`config.mk`:
```
export PLATFORM = sky130hd
export DESIGN_NAME = time_set_ctrl
export DESIGN_NICKNAME = d
export VERILOG_FILES = /design/src/rtl/time_set_pkg.sv /design/src/rtl/btn_debounce.sv /design/src/rtl/time_set_ctrl.sv
export SDC_FILE = /design/constraint.sdc
export NUM_CORES = 1
export LEC_CHECK = 0
export ABC_AREA = 1
export CAP_MARGIN = 5
export CORE_UTILIZATION = 50
export CTS_CLUSTER_DIAMETER = 40
export DETAILED_ROUTE_END_ITERATION = 6
export PLACE_DENSITY = 0.79
export RECOVER_POWER = 50
export SLEW_MARGIN = 40
export SYNTH_ARGS = -nofsm -noshare
export SYNTH_HDL_FRONTEND = slang
export SYNTH_SLANG_ARGS = --single-unit
```
`constraint.sdc`:
```
create_clock -name clk -period 4.35 [get_ports clk]
set_input_delay 0.87 -clock clk [delete_from_list [all_inputs] [get_ports clk]]
set_output_delay 0.87 -clock clk [all_outputs]
set_load 0.05 [all_outputs]
```
`src/rtl/time_set_pkg.sv`:
```
// time_set_pkg: shared state codes for the time-setting sequencer.
// The state code doubles as the display's selected-field number, so the
// enum values are fixed: RUN is 0, SEC..YEAR are 1..6.
package time_set_pkg;

  localparam int ST_W       = 3;
  localparam int NUM_FIELDS = 6;

  typedef enum logic [ST_W-1:0] {
    ST_RUN   = 3'd0,
    ST_SEC   = 3'd1,
    ST_MIN   = 3'd2,
    ST_HOUR  = 3'd3,
    ST_DAY   = 3'd4,
    ST_MONTH = 3'd5,
    ST_YEAR  = 3'd6
  } state_t;

  // Successor in the MODE cycle RUN->SEC->...->YEAR->RUN.
  function automatic state_t next_field(input state_t s);
    case (s)
      ST_RUN:   return ST_SEC;
      ST_SEC:   return ST_MIN;
      ST_MIN:   return ST_HOUR;
      ST_HOUR:  return ST_DAY;
      ST_DAY:   return ST_MONTH;
      ST_MONTH: return ST_YEAR;
      default:  return ST_RUN;
    endcase
  endfunction

endpackage

```
`src/rtl/btn_debounce.sv`:
```
// btn_debounce: two-flop synchroniser, stability counter and press detector
// for one raw push-button. The accepted level only changes after the synced
// input has differed from it for DEBOUNCE_CYC consecutive cycles; press is a
// single-cycle pulse in the cycle the accepted level rises.
module btn_debounce #(
  parameter int DEBOUNCE_CYC = 1_000_000
) (
  input  logic clk,
  input  logic rst_p,
  input  logic btn,
  output logic level,
  output logic press
);

  localparam int CNT_W = $clog2(DEBOUNCE_CYC + 1);

  logic             sync_a_reg;
  logic             sync_b_reg;
  logic [CNT_W-1:0] cnt_reg;
  logic             level_reg;
  logic             press_reg;

  // Synchronise, count consecutive differing cycles, accept and flag rising edges.
  always_ff @(posedge clk or negedge rst_p) begin
    if (!rst_p) begin
      sync_a_reg <= 1'b0;
      sync_b_reg <= 1'b0;
      cnt_reg    <= '0;
      level_reg  <= 1'b0;
      press_reg  <= 1'b0;
    end else begin
      sync_a_reg <= btn;
      sync_b_reg <= sync_a_reg;
      press_reg  <= 1'b0;
      if (sync_b_reg != level_reg) begin
        if (cnt_reg == CNT_W'(DEBOUNCE_CYC - 1)) begin
          level_reg <= sync_b_reg;
          press_reg <= sync_b_reg;
          cnt_reg   <= '0;
        end else begin
          cnt_reg <= cnt_reg + CNT_W'(1);
        end
      end else begin
        cnt_reg <= '0;
      end
    end
  end

  assign level = level_reg;
  assign press = press_reg;

endmodule

```
`src/rtl/time_set_ctrl.sv`:
```
// time_set_ctrl: turns debounced MODE/UP presses into the pause and
// field-increment controls of the time core plus the display's field
// select and blink. MODE steps through RUN->SEC->...->YEAR->RUN; UP in an
// edit state emits one inc pulse for that field. An idle timer drops back
// to RUN, and a blink timer blanks the selected field periodically.
// Optional feature macro: AUTOREPEAT_EN -- holding UP produces repeat
// increments after REPEAT_DELAY_CYC, then every REPEAT_RATE_CYC.
module time_set_ctrl
  import time_set_pkg::*;
#(
  parameter int DEBOUNCE_CYC     = 1_000_000,
  parameter int TIMEOUT_CYC      = 500_000_000,
  parameter int BLINK_HALF_CYC   = 25_000_000,
  parameter int REPEAT_DELAY_CYC = 25_000_000,
  parameter int REPEAT_RATE_CYC  = 5_000_000
) (
  input  logic            clk,
  input  logic            rst_p,
  input  logic            btn_mode,
  input  logic            btn_up,
  output logic            pause,
  output logic            inc_sec,
  output logic            inc_min,
  output logic            inc_hour,
  output logic            inc_day,
  output logic            inc_month,
  output logic            inc_year,
  output logic [ST_W-1:0] sel_field,
  output logic            field_vis
);

  localparam int IDLE_W  = $clog2(TIMEOUT_CYC + 1);
  localparam int BLINK_W = $clog2(BLINK_HALF_CYC + 1);

  state_t                state_reg;
  state_t                state_next;
  logic                  pause_reg;
  logic [NUM_FIELDS-1:0] inc_reg;
  logic [NUM_FIELDS-1:0] inc_next;
  logic [IDLE_W-1:0]     idle_reg;
  logic [BLINK_W-1:0]    blink_cnt_reg;
  logic                  vis_reg;

  logic mode_level;
  logic mode_press;
  logic up_level;
  logic up_press;
  logic in_edit;
  logic state_change;
  logic up_fire;
  logic rep_fire;
  logic inc_fire;
  logic timeout_hit;

  btn_debounce #(.DEBOUNCE_CYC(DEBOUNCE_CYC)) u_mode_db (
    .clk   (clk),
    .rst_p (rst_p),
    .btn   (btn_mode),
    .level (mode_level),
    .press (mode_press)
  );

  btn_debounce #(.DEBOUNCE_CYC(DEBOUNCE_CYC)) u_up_db (
    .clk   (clk),
    .rst_p (rst_p),
    .btn   (btn_up),
    .level (up_level),
    .press (up_press)
  );

  assign in_edit = (state_reg != ST_RUN);

  // Event decode: MODE outranks UP, and any press or increment defers the timeout.
  always_comb begin
    up_fire     = up_press & ~mode_press & in_edit;
    inc_fire    = up_fire | rep_fire;
    timeout_hit = in_edit & ~mode_press & ~up_press & ~inc_fire &
                  (idle_reg == IDLE_W'(TIMEOUT_CYC - 1));
    state_next  = state_reg;
    if (mode_press) begin
      state_next = next_field(state_reg);
    end else if (timeout_hit) begin
      state_next = ST_RUN;
    end
    state_change = (state_next != state_reg);
  end

  // Field state register with pause registered alongside it.
  always_ff @(posedge clk or negedge rst_p) begin
    if (!rst_p) begin
      state_reg <= ST_RUN;
      pause_reg <= 1'b0;
    end else begin
      state_reg <= state_next;
      pause_reg <= (state_next != ST_RUN);
    end
  end

  // One inc line per field; only the line matching the current state can fire.
  for (genvar gi = 0; gi < NUM_FIELDS; gi++) begin : g_inc
    assign inc_next[gi] = inc_fire && (state_reg == state_t'(gi + 1));
  end

  // Registered increment pulses, high for the single cycle after the event.
  always_ff @(posedge clk or negedge rst_p) begin
    if (!rst_p) begin
      inc_reg <= '0;
    end else begin
      inc_reg <= inc_next;
    end
  end

  // Idle timer: runs only in edit states, restarted by entry, presses and increments.
  always_ff @(posedge clk or negedge rst_p) begin
    if (!rst_p) begin
      idle_reg <= '0;
    end else if (!in_edit || state_change || mode_press || up_press || inc_fire) begin
      idle_reg <= '0;
    end else begin
      idle_reg <= idle_reg + IDLE_W'(1);
    end
  end

  // Blink timer: field visible in RUN, restarts visible on entry and on each increment.
  always_ff @(posedge clk or negedge rst_p) begin
    if (!rst_p) begin
      blink_cnt_reg <= '0;
      vis_reg       <= 1'b1;
    end else if (state_next == ST_RUN || state_change || inc_fire) begin
      blink_cnt_reg <= '0;
      vis_reg       <= 1'b1;
    end else if (blink_cnt_reg == BLINK_W'(BLINK_HALF_CYC - 1)) begin
      blink_cnt_reg <= '0;
      vis_reg       <= ~vis_reg;
    end else begin
      blink_cnt_reg <= blink_cnt_reg + BLINK_W'(1);
    end
  end

`ifdef AUTOREPEAT_EN
  localparam int REP_MAX = (REPEAT_DELAY_CYC > REPEAT_RATE_CYC) ? REPEAT_DELAY_CYC
                                                                : REPEAT_RATE_CYC;
  localparam int REP_W   = $clog2(REP_MAX + 1);

  logic             rep_active_reg;
  logic             rep_first_reg;
  logic [REP_W-1:0] rep_cnt_reg;

  // rep_cnt counts cycles since the press (first repeat) or since the last repeat pulse.
  assign rep_fire = rep_active_reg & up_level & in_edit & ~mode_press &
                    (rep_first_reg ? (rep_cnt_reg == REP_W'(REPEAT_DELAY_CYC - 1))
                                   : (rep_cnt_reg == REP_W'(REPEAT_RATE_CYC - 1)));

  // Repeat timer: armed by an accepted UP press, cancelled by release or any state change.
  always_ff @(posedge clk or negedge rst_p) begin
    if (!rst_p) begin
      rep_active_reg <= 1'b0;
      rep_first_reg  <= 1'b1;
      rep_cnt_reg    <= '0;
    end else if (mode_press || state_change || !up_level || !in_edit) begin
      rep_active_reg <= 1'b0;
      rep_first_reg  <= 1'b1;
      rep_cnt_reg    <= '0;
    end else if (up_fire) begin
      rep_active_reg <= 1'b1;
      rep_first_reg  <= 1'b1;
      rep_cnt_reg    <= REP_W'(1);
    end else if (rep_fire) begin
      rep_first_reg  <= 1'b0;
      rep_cnt_reg    <= '0;
    end else if (rep_active_reg) begin
      rep_cnt_reg    <= rep_cnt_reg + REP_W'(1);
    end
  end

  logic unused_levels;
  assign unused_levels = &{1'b0, mode_level};
`else
  assign rep_fire = 1'b0;

  // Held levels and repeat timing only matter when auto-repeat is built in.
  logic unused_levels;
  assign unused_levels = &{1'b0, mode_level, up_level,
                           REPEAT_DELAY_CYC[0], REPEAT_RATE_CYC[0]};
`endif

  assign pause     = pause_reg;
  assign sel_field = state_reg;
  assign field_vis = vis_reg;
  assign inc_sec   = inc_reg[0];
  assign inc_min   = inc_reg[1];
  assign inc_hour  = inc_reg[2];
  assign inc_day   = inc_reg[3];
  assign inc_month = inc_reg[4];
  assign inc_year  = inc_reg[5];

endmodule
```
==> metrics.cfg, run 1 <==
[route]
routed_via_density = 5.17
dr.pass1.iters = 7
drtIter0Drc = 317
routed_wl_mm = 13.7
vias = 5517
antenna_left = 0
drc = 0
wl_per_cell_um = 12.8

[clock_network]
clock_path_buffers = 2
clkTransAtPathRegs_ns = 0.05
cts_setup_buffers = 0
hold_buffers = 0
cts.sinks = 113
cts_resized = 0
h-tree-depth = 4
cts_tree = built
cts_buffers = 17
clock_latency_ns = 0.42
ctsRootBufferMaster = clkbuf_16

[power]
sw_frac_of_total_pct = 21.9
internal_power_uw = 1950
switching_power_uw = 548
vdd_drop_max_uv = 248
powerDensity_mw_per_mm2 = 348
power_frac_comb_pct = 1.7
seq_power_share_pct = 42.5
p_clk_share_pct = 55.8
total_power_uw = 2500
leakage_uw = 0.00297

[die]
floorplan.initialDensity_pct = 51.9
coreArea_mm2 = 0.0121
dieArea_mm2 = 0.0130
num_io_pins = 15
num_rows = 40
chipHeight_um = 114
die_w_um = 114

[logic_synthesis]
synth_top_area_cell = dfrtp_1
ys_types = 31
synth_top_area_share_pct = 44.6
syn_avg_cell_area_um2 = 7.32
yosys_warnings = 0
synth_area_leaders = dfrtp_1 (45%), nand2_1 (12%), nor2_1 (11%), inv_1 (7.0%), nand3_1 (4.7%)
ys_top_cells_by_count = nand2_1 (194), nor2_1 (190), inv_1 (117)
syn_nets = 866
synth.cell_area_mm2 = 0.00628
postSynth.asyncResetShare_pct = 100
yosysSeqAreaShare_pct = 45.0
synth_edf_count = 0
synth_most_common_cell = nand2_1
ys.flop_type = dfrtp_1
synthCells = 858
ys_ff_latch = 113

[timing]
fmax_ghz = 0.350
fin_tns_setup_ns = 0
fin_crit_ns = 2.86
report.final.slew_viol_count = 0
whs_ns = 0.347
timing.final.crit_share_pct = 65.7
tightestPinTransition_ns = 1.37
final.setup_skew_ns = 0.0160
finalSetupViolCount = 0
rsz0062_at_grt = false
relSlewSlack_pct = 8.37
finalHoldViolations = 0

[worst_setup_path]
crit_end = idle_reg[8]$_DFF_PN0_
rr_worst_depth = 8
cp.depth = 3
r2r_slack_ns = 2.24
crit_path_start_kind = primary input
crit_path_max_fanout = 42
r2r-end = field_vis$_DFFE_PN1P_
critPathRequiredTime_ns = 4.67
cp_slowest_cell = clkbuf_1
arrival_ns = 3.18
end_kind = async pin
crit_path_cell_trace = clkbuf_1, buf_12, clkbuf_1
rr_startpoint = idle_reg[0]$_DFF_PN0_
critPathKind = primary input to async pin
cp_slowest_stage_delay_ns = 0.98
startpoint = rst_p
path_delay_family = buffers and inverters
crit_top_cell = clkbuf_1
worst-path-buf-inv = 3

[final_layout]
largest_reg_flops = 29
area_delta_synth_final_pct = 14.2
final_layout_size_suffix_gt1_share_pct = 6.56
final_nets = 894
diodes = 0
fill_cells = 1091

[worst_hold_path]
hold_path_depth = 0
hold_path.class = register to register

[global_routing]
grt_usage_pct = 23.6
grt_pass1_wl_mm = 24.2
grt_pass1_vias = 5417
antenna_found_initial = 1
gr-total-overflow = 0
grt_max_degree = 54

[placement]
place_congestion = 0.912
port_buffers = 14
hpwlAfterDp_mm = 9.81

[outcome]
status = finished clean

[flow_run]
cap_violations = 0

[worst register-to-register path: stages (launching register included)]
cell and delay (ns):
dfrtp_1 0.45, ha_1 0.24, nand2_1 0.09, nor2_1 0.06
nand2_2 0.11, nor2_2 0.06, nand3_2 0.13, nand3_4 0.52
nand3b_1 0.39
[how the worst min path moves through the flow]
stage                                        start                             end
floorplan           u_mode_db.sync_a_reg$_DFF_PN0_  u_mode_db.sync_b_reg$_DFF_PN0_
global placement    u_mode_db.sync_a_reg$_DFF_PN0_  u_mode_db.sync_b_reg$_DFF_PN0_
detailed placement  u_mode_db.sync_a_reg$_DFF_PN0_  u_mode_db.sync_b_reg$_DFF_PN0_
CTS                 u_mode_db.sync_a_reg$_DFF_PN0_  u_mode_db.sync_b_reg$_DFF_PN0_
global route        u_mode_db.sync_a_reg$_DFF_PN0_  u_mode_db.sync_b_reg$_DFF_PN0_
finish              u_mode_db.sync_a_reg$_DFF_PN0_  u_mode_db.sync_b_reg$_DFF_PN0_
[kinds of logic (layout without fill, tap and decap cells)]
logic type               after synthesis  in the layout  synth area share [%]
AO/OA/AOI/OAI                         26             26                  2.19
buffers and inverters                126            167                  8.21
AND/OR/NAND/NOR                      558            558                  39.4
flip-flops                           113            113                  45.0
adder cells (fa/ha/maj)                4              4                 0.797
XOR/XNOR                              31             31                  4.32
[routing by layer]
layer	global-route usage (%)	wire length, um	part of all wire, %
met1	30.0	6100	45
met3	5.93	822	6.0
met4	10.6	291	2.1
met5	0	13	0.095
met2	38.3	6450	47
[power by group through the flow]
stage	combinational (uW)	clock (uW)	sequential, uW
2_1_floorplan	13.7	0	1080
3_3_place_gp	41.4	0	1080
3_5_place_dp	44.7	0	1080
4_1_cts	45.0	1410	1060
5_1_grt	50.2	1460	1060
6_report	41.9	1390	1060
[area by class of cell]
type	count	area [um2]	area share (%)
inverter	118	443	6.17
tap	168	210	2.93
multi-input combinational	619	2930	40.8
clock inverter	13	149	2.07
sequential	113	2830	39.4
clock buffer	19	453	6.31
timing repair buffer	17	165	2.30
[stage by stage]
stage               std cells  area, um2  worst slack, ns  util [%]
floorplan                 858       6280             2.63         -
global placement         1034       6570             2.17      54.3
detailed placement       1035       6590             2.17      54.4
CTS                      1067       7190             1.73      59.4
global route             1067       7180            0.864      59.2
finish                   1067       7180             1.49      59.2
[layout by cell type (no fill, tap or decap), types with 2 or more instances in the layout]
cell             count
nor3_2              11
inv_1              118
nor2_2               4
nand3_2              3
nor2_1             190
dlygate4sd3_1        2
nand4_1             27
dfrtp_1            112
clkdlybuf4s50_1     11
nand3b_1             2
a31oi_1              2
inv_6                5
bufinv_16            2
xnor2_1              5
nand2_2              2
a21oi_1             10
xor2_1              26
o21ai_0             12
clkinv_4             2
o21bai_1             2
clkbuf_16           17
nand2_1            194
ha_1                 4
clkinvlp_4           3
nor3_1              56
nor2_4               2
clkbuf_8             2
nand3_1             59
nor3b_1              4
clkbuf_1             2
Note: power is estimated with default switching activity, not from simulation.
==> inputs of run 2 (changes only) <==
--- a/config.mk
+++ b/config.mk
@@ -10,7 +10,7 @@
 export CORE_UTILIZATION = 50
 export CTS_CLUSTER_DIAMETER = 40
 export DETAILED_ROUTE_END_ITERATION = 6
-export PLACE_DENSITY = 0.79
+export PLACE_DENSITY = 0.81
 export RECOVER_POWER = 50
 export SLEW_MARGIN = 40
 export SYNTH_ARGS = -nofsm -noshare
==> constraint.sdc (replaced) <==
create_clock -name clk -period 2.45 [get_ports clk]
set_input_delay 0.49 -clock clk [delete_from_list [all_inputs] [get_ports clk]]
set_output_delay 0.49 -clock clk [all_outputs]
set_load 0.05 [all_outputs]
==> run 2 against run 1 <==
Against the previous run:
- the flow now finishes with violations (max-capacitance violations, max-slew violations)
- critical path depth down 2
- routed wire length fell by 0.65%
- clock-buffer cell count increased by 1
- critical endpoint is now field_vis
- worst hold slack lost 0.0037 ns
- design area increased by 1.1%
- flip-flop and latch count stayed put
- sequential share of layout area decreased by 0.43 points
- first-iteration DRC count is 13% higher
- die area did not move
- register-to-register slack worse by 1.8 ns
- setup slack worse by 1.3 ns
- global-route usage fell by 0.28 points
- highest routed layer is now met4
==> metrics.cfg, run 2 (synthesis results as in run 1) <==
[outcome]
status = complete, but fails checks  ; was finished clean
violations = max-capacitance violations, max-slew violations

[global_routing]
antenna_found_initial = 0  ; was 1
grt_max_degree = 35  ; was 54
grt_usage_pct = 23.4  ; was 23.6%
grt_pass1_wl_mm = 24.0  ; was 24.2 mm
grt_pass1_vias = 5447  ; was 5417
gr-total-overflow = 0  ; unchanged

[power]
vdd_drop_max_uv = 459  ; was 248 uV
total_power_uw = 4610  ; was 2500 uW
leakage_uw = 0.00301  ; was 0.00297 uW
powerDensity_mw_per_mm2 = 635  ; was 348 mW/mm2

[worst_setup_path]
crit_path_start_kind = register  ; was primary input
path_delay_family = buffers and inverters  ; unchanged
crit_path_max_fanout = 3  ; was 42
r2r_slack_ns = 0.42  ; was 2.24 ns
crit_path_cell_trace = clkdlybuf4s50_1  ; was clkbuf_1, buf_12, clkbuf_1
r2r-end = idle_reg[28]$_DFF_PN0_  ; was field_vis$_DFFE_PN1P_
startpoint = field_vis$_DFFE_PN1P_  ; was rst_p
rr_worst_depth = 9  ; was 8
critPathRequiredTime_ns = 1.96  ; was 4.67 ns
arrival_ns = 1.75  ; was 3.18 ns
cp_slowest_cell = clkdlybuf4s50_1  ; was clkbuf_1
critPathKind = register to primary output  ; was primary input to async pin
rr_startpoint = idle_reg[0]$_DFF_PN0_  ; unchanged
cp_slowest_stage_delay_ns = 0.80  ; was 0.98 ns
end_kind = primary output  ; was async pin
worst-path-buf-inv = 1  ; was 3

[timing]
fin_crit_ns = 2.24
timing.final.crit_share_pct = 91.3
tightestPinTransition_ns = 1.93  ; was 1.37 ns
final.setup_skew_ns = 0.00690  ; was 0.0160 ns
relSlewSlack_pct = -28.4  ; was 8.37%
report.final.slew_viol_count = 33  ; was 0
finalHoldViolations = 0  ; unchanged
whs_ns = 0.343  ; was 0.347 ns
fin_tns_setup_ns = 0  ; unchanged
rsz0062_at_grt = false  ; unchanged
finalSetupViolCount = 0  ; unchanged
fmax_ghz = 0.447

[final_layout]
diodes = 0  ; unchanged
mostFrequentLayoutCell = nand2_1  ; unchanged
final_core_util_pct = 59.9  ; was 59.2%
fin_area_mm2 = 0.00725  ; was 0.00718 mm2
mostFrequentLayoutCells = nand2_1 (194), nor2_1 (190), inv_1 (117)  ; was nand2_1 (194), nor2_1 (190), inv_1 (118)
largest_reg_flops = 29  ; unchanged
final_layout_size_suffix_gt1_share_pct = 7.00  ; was 6.56%
final_nets = 895  ; was 894
area_delta_synth_final_pct = 15.5  ; was 14.2%
fill_cells = 1076  ; was 1091

[route]
wl_met1_mm = 5.95  ; was 6.10 mm
vias = 5557  ; was 5517
antenna_left = 0  ; unchanged
route.met3.wl_um = 905  ; was 822 um
routed_wl_mm = 13.6  ; was 13.7 mm
drtIter0Drc = 359  ; was 317
wl_per_cell_um = 12.7  ; was 12.8 um
dr.pass1.iters = 5  ; was 7
wl_met2_mm = 6.51  ; was 6.45 mm
top_layer_used = met4  ; was met5
routed_via_density = 5.20  ; was 5.17
drc = 0  ; unchanged

[die]
coreArea_mm2 = 0.0121  ; unchanged
chipHeight_um = 114  ; unchanged
num_io_pins = 15  ; unchanged
die_w_um = 114  ; unchanged
num_rows = 40  ; unchanged
floorplan.initialDensity_pct = 51.9  ; unchanged
dieArea_mm2 = 0.0130  ; unchanged

[clock_network]
cts.sinks = 113  ; unchanged
clock_path_buffers = 2  ; unchanged
cts_buffers = 17  ; unchanged
hold_buffers = 0  ; unchanged
h-tree-depth = 4  ; unchanged
cts_resized = 0  ; unchanged
ctsRootBufferMaster = clkbuf_16  ; unchanged
clkTransAtPathRegs_ns = 0.06  ; was 0.05 ns
cts_tree = built  ; unchanged
cts_setup_buffers = 0  ; unchanged
clock_latency_ns = 0.42  ; about the same

[placement]
dpl_cell_area_mm2 = 0.00662  ; was 0.00659 mm2
port_buffers = 14  ; unchanged
place_congestion = 0.979  ; was 0.912
hpwlAfterDp_mm = 9.63  ; was 9.81 mm

[worst_hold_path]
hold_path.class = register to register  ; unchanged
min-delay-start = u_up_db.sync_a_reg$_DFF_PN0_  ; was u_mode_db.sync_a_reg$_DFF_PN0_
hold_path_depth = 0  ; unchanged
min_to = u_up_db.sync_b_reg$_DFF_PN0_  ; was u_mode_db.sync_b_reg$_DFF_PN0_

[flow_run]
cap_violations = 1  ; was 0

-- run 2: cell count changes in the layout (fill, tap and decap cells not counted) --
cell	before	now
buf_12	1	3
buf_4	1	0
bufinv_16	2	4
clkbuf_2	0	1
clkinv_2	1	2
clkinvlp_4	3	2
inv_1	118	117
inv_2	0	1
inv_6	5	2
nor3_1	56	54
nor3_2	11	13
-- run 2: worst max-delay path by stage --
stage / depth (start not counted) / end / slack [ns]
after floorplan: 8 / idle_reg[13]$_DFF_PN0_ / 0.73
after CTS: 1 / field_vis / 0.20
after global placement: 9 / idle_reg[20]$_DFF_PN0_ / 0.52
after detailed placement: 9 / idle_reg[23]$_DFF_PN0_ / 0.45
after global routing: 2 / sel_field[1]$_DFF_PN0_ / 0.1
final: 1 / field_vis / 0.21
-- run 2: metrics by stage --
step | cells | setup WS [ns]
floorplan | 858 | 0.730
detailed placement | 1036 | 0.452
global route | 1068 | 0.0991
finish | 1068 | 0.212
CTS | 1068 | 0.201
global placement | 1036 | 0.521
-- run 2: power breakdown --
group	internal, uW	switching [uW]	total (uW)
Clock	1760	887	2650
Combinational	19.7	56.2	75.9
Sequential	1880	6.88	1890
Total	3660	950	4610
-- run 2: final cells by class --
type | count | area, um2 | share of cell area (%)
Clock buffer | 20 | 457 | 6.30
Inverter | 118 | 443 | 6.11
Sequential cell | 113 | 2830 | 39.0
Timing Repair Buffer | 18 | 199 | 2.74
Tap cell | 168 | 210 | 2.90
Multi-Input combinational cell | 619 | 2940 | 40.5
Clock inverter | 12 | 180 | 2.48
-- run 2: layer usage --
layer | global-route usage [%] | up-vias
li1 | - | 2781
met1 | 29.6 | 2574
met2 | 38.4 | 171
met3 | 6.62 | 31
met4 | 8.31 | 0
met5 | 0 | -
==> inputs of run 3 (changes only) <==
--- a/config.mk
+++ b/config.mk
@@ -9,6 +9,7 @@
 export CAP_MARGIN = 5
 export CORE_UTILIZATION = 50
 export CTS_CLUSTER_DIAMETER = 40
+export CTS_CLUSTER_SIZE = 12
 export DETAILED_ROUTE_END_ITERATION = 6
 export PLACE_DENSITY = 0.81
 export RECOVER_POWER = 50
==> results of run 3 <==
No change in the layout: final DEF, timing and power equal those of run 2.
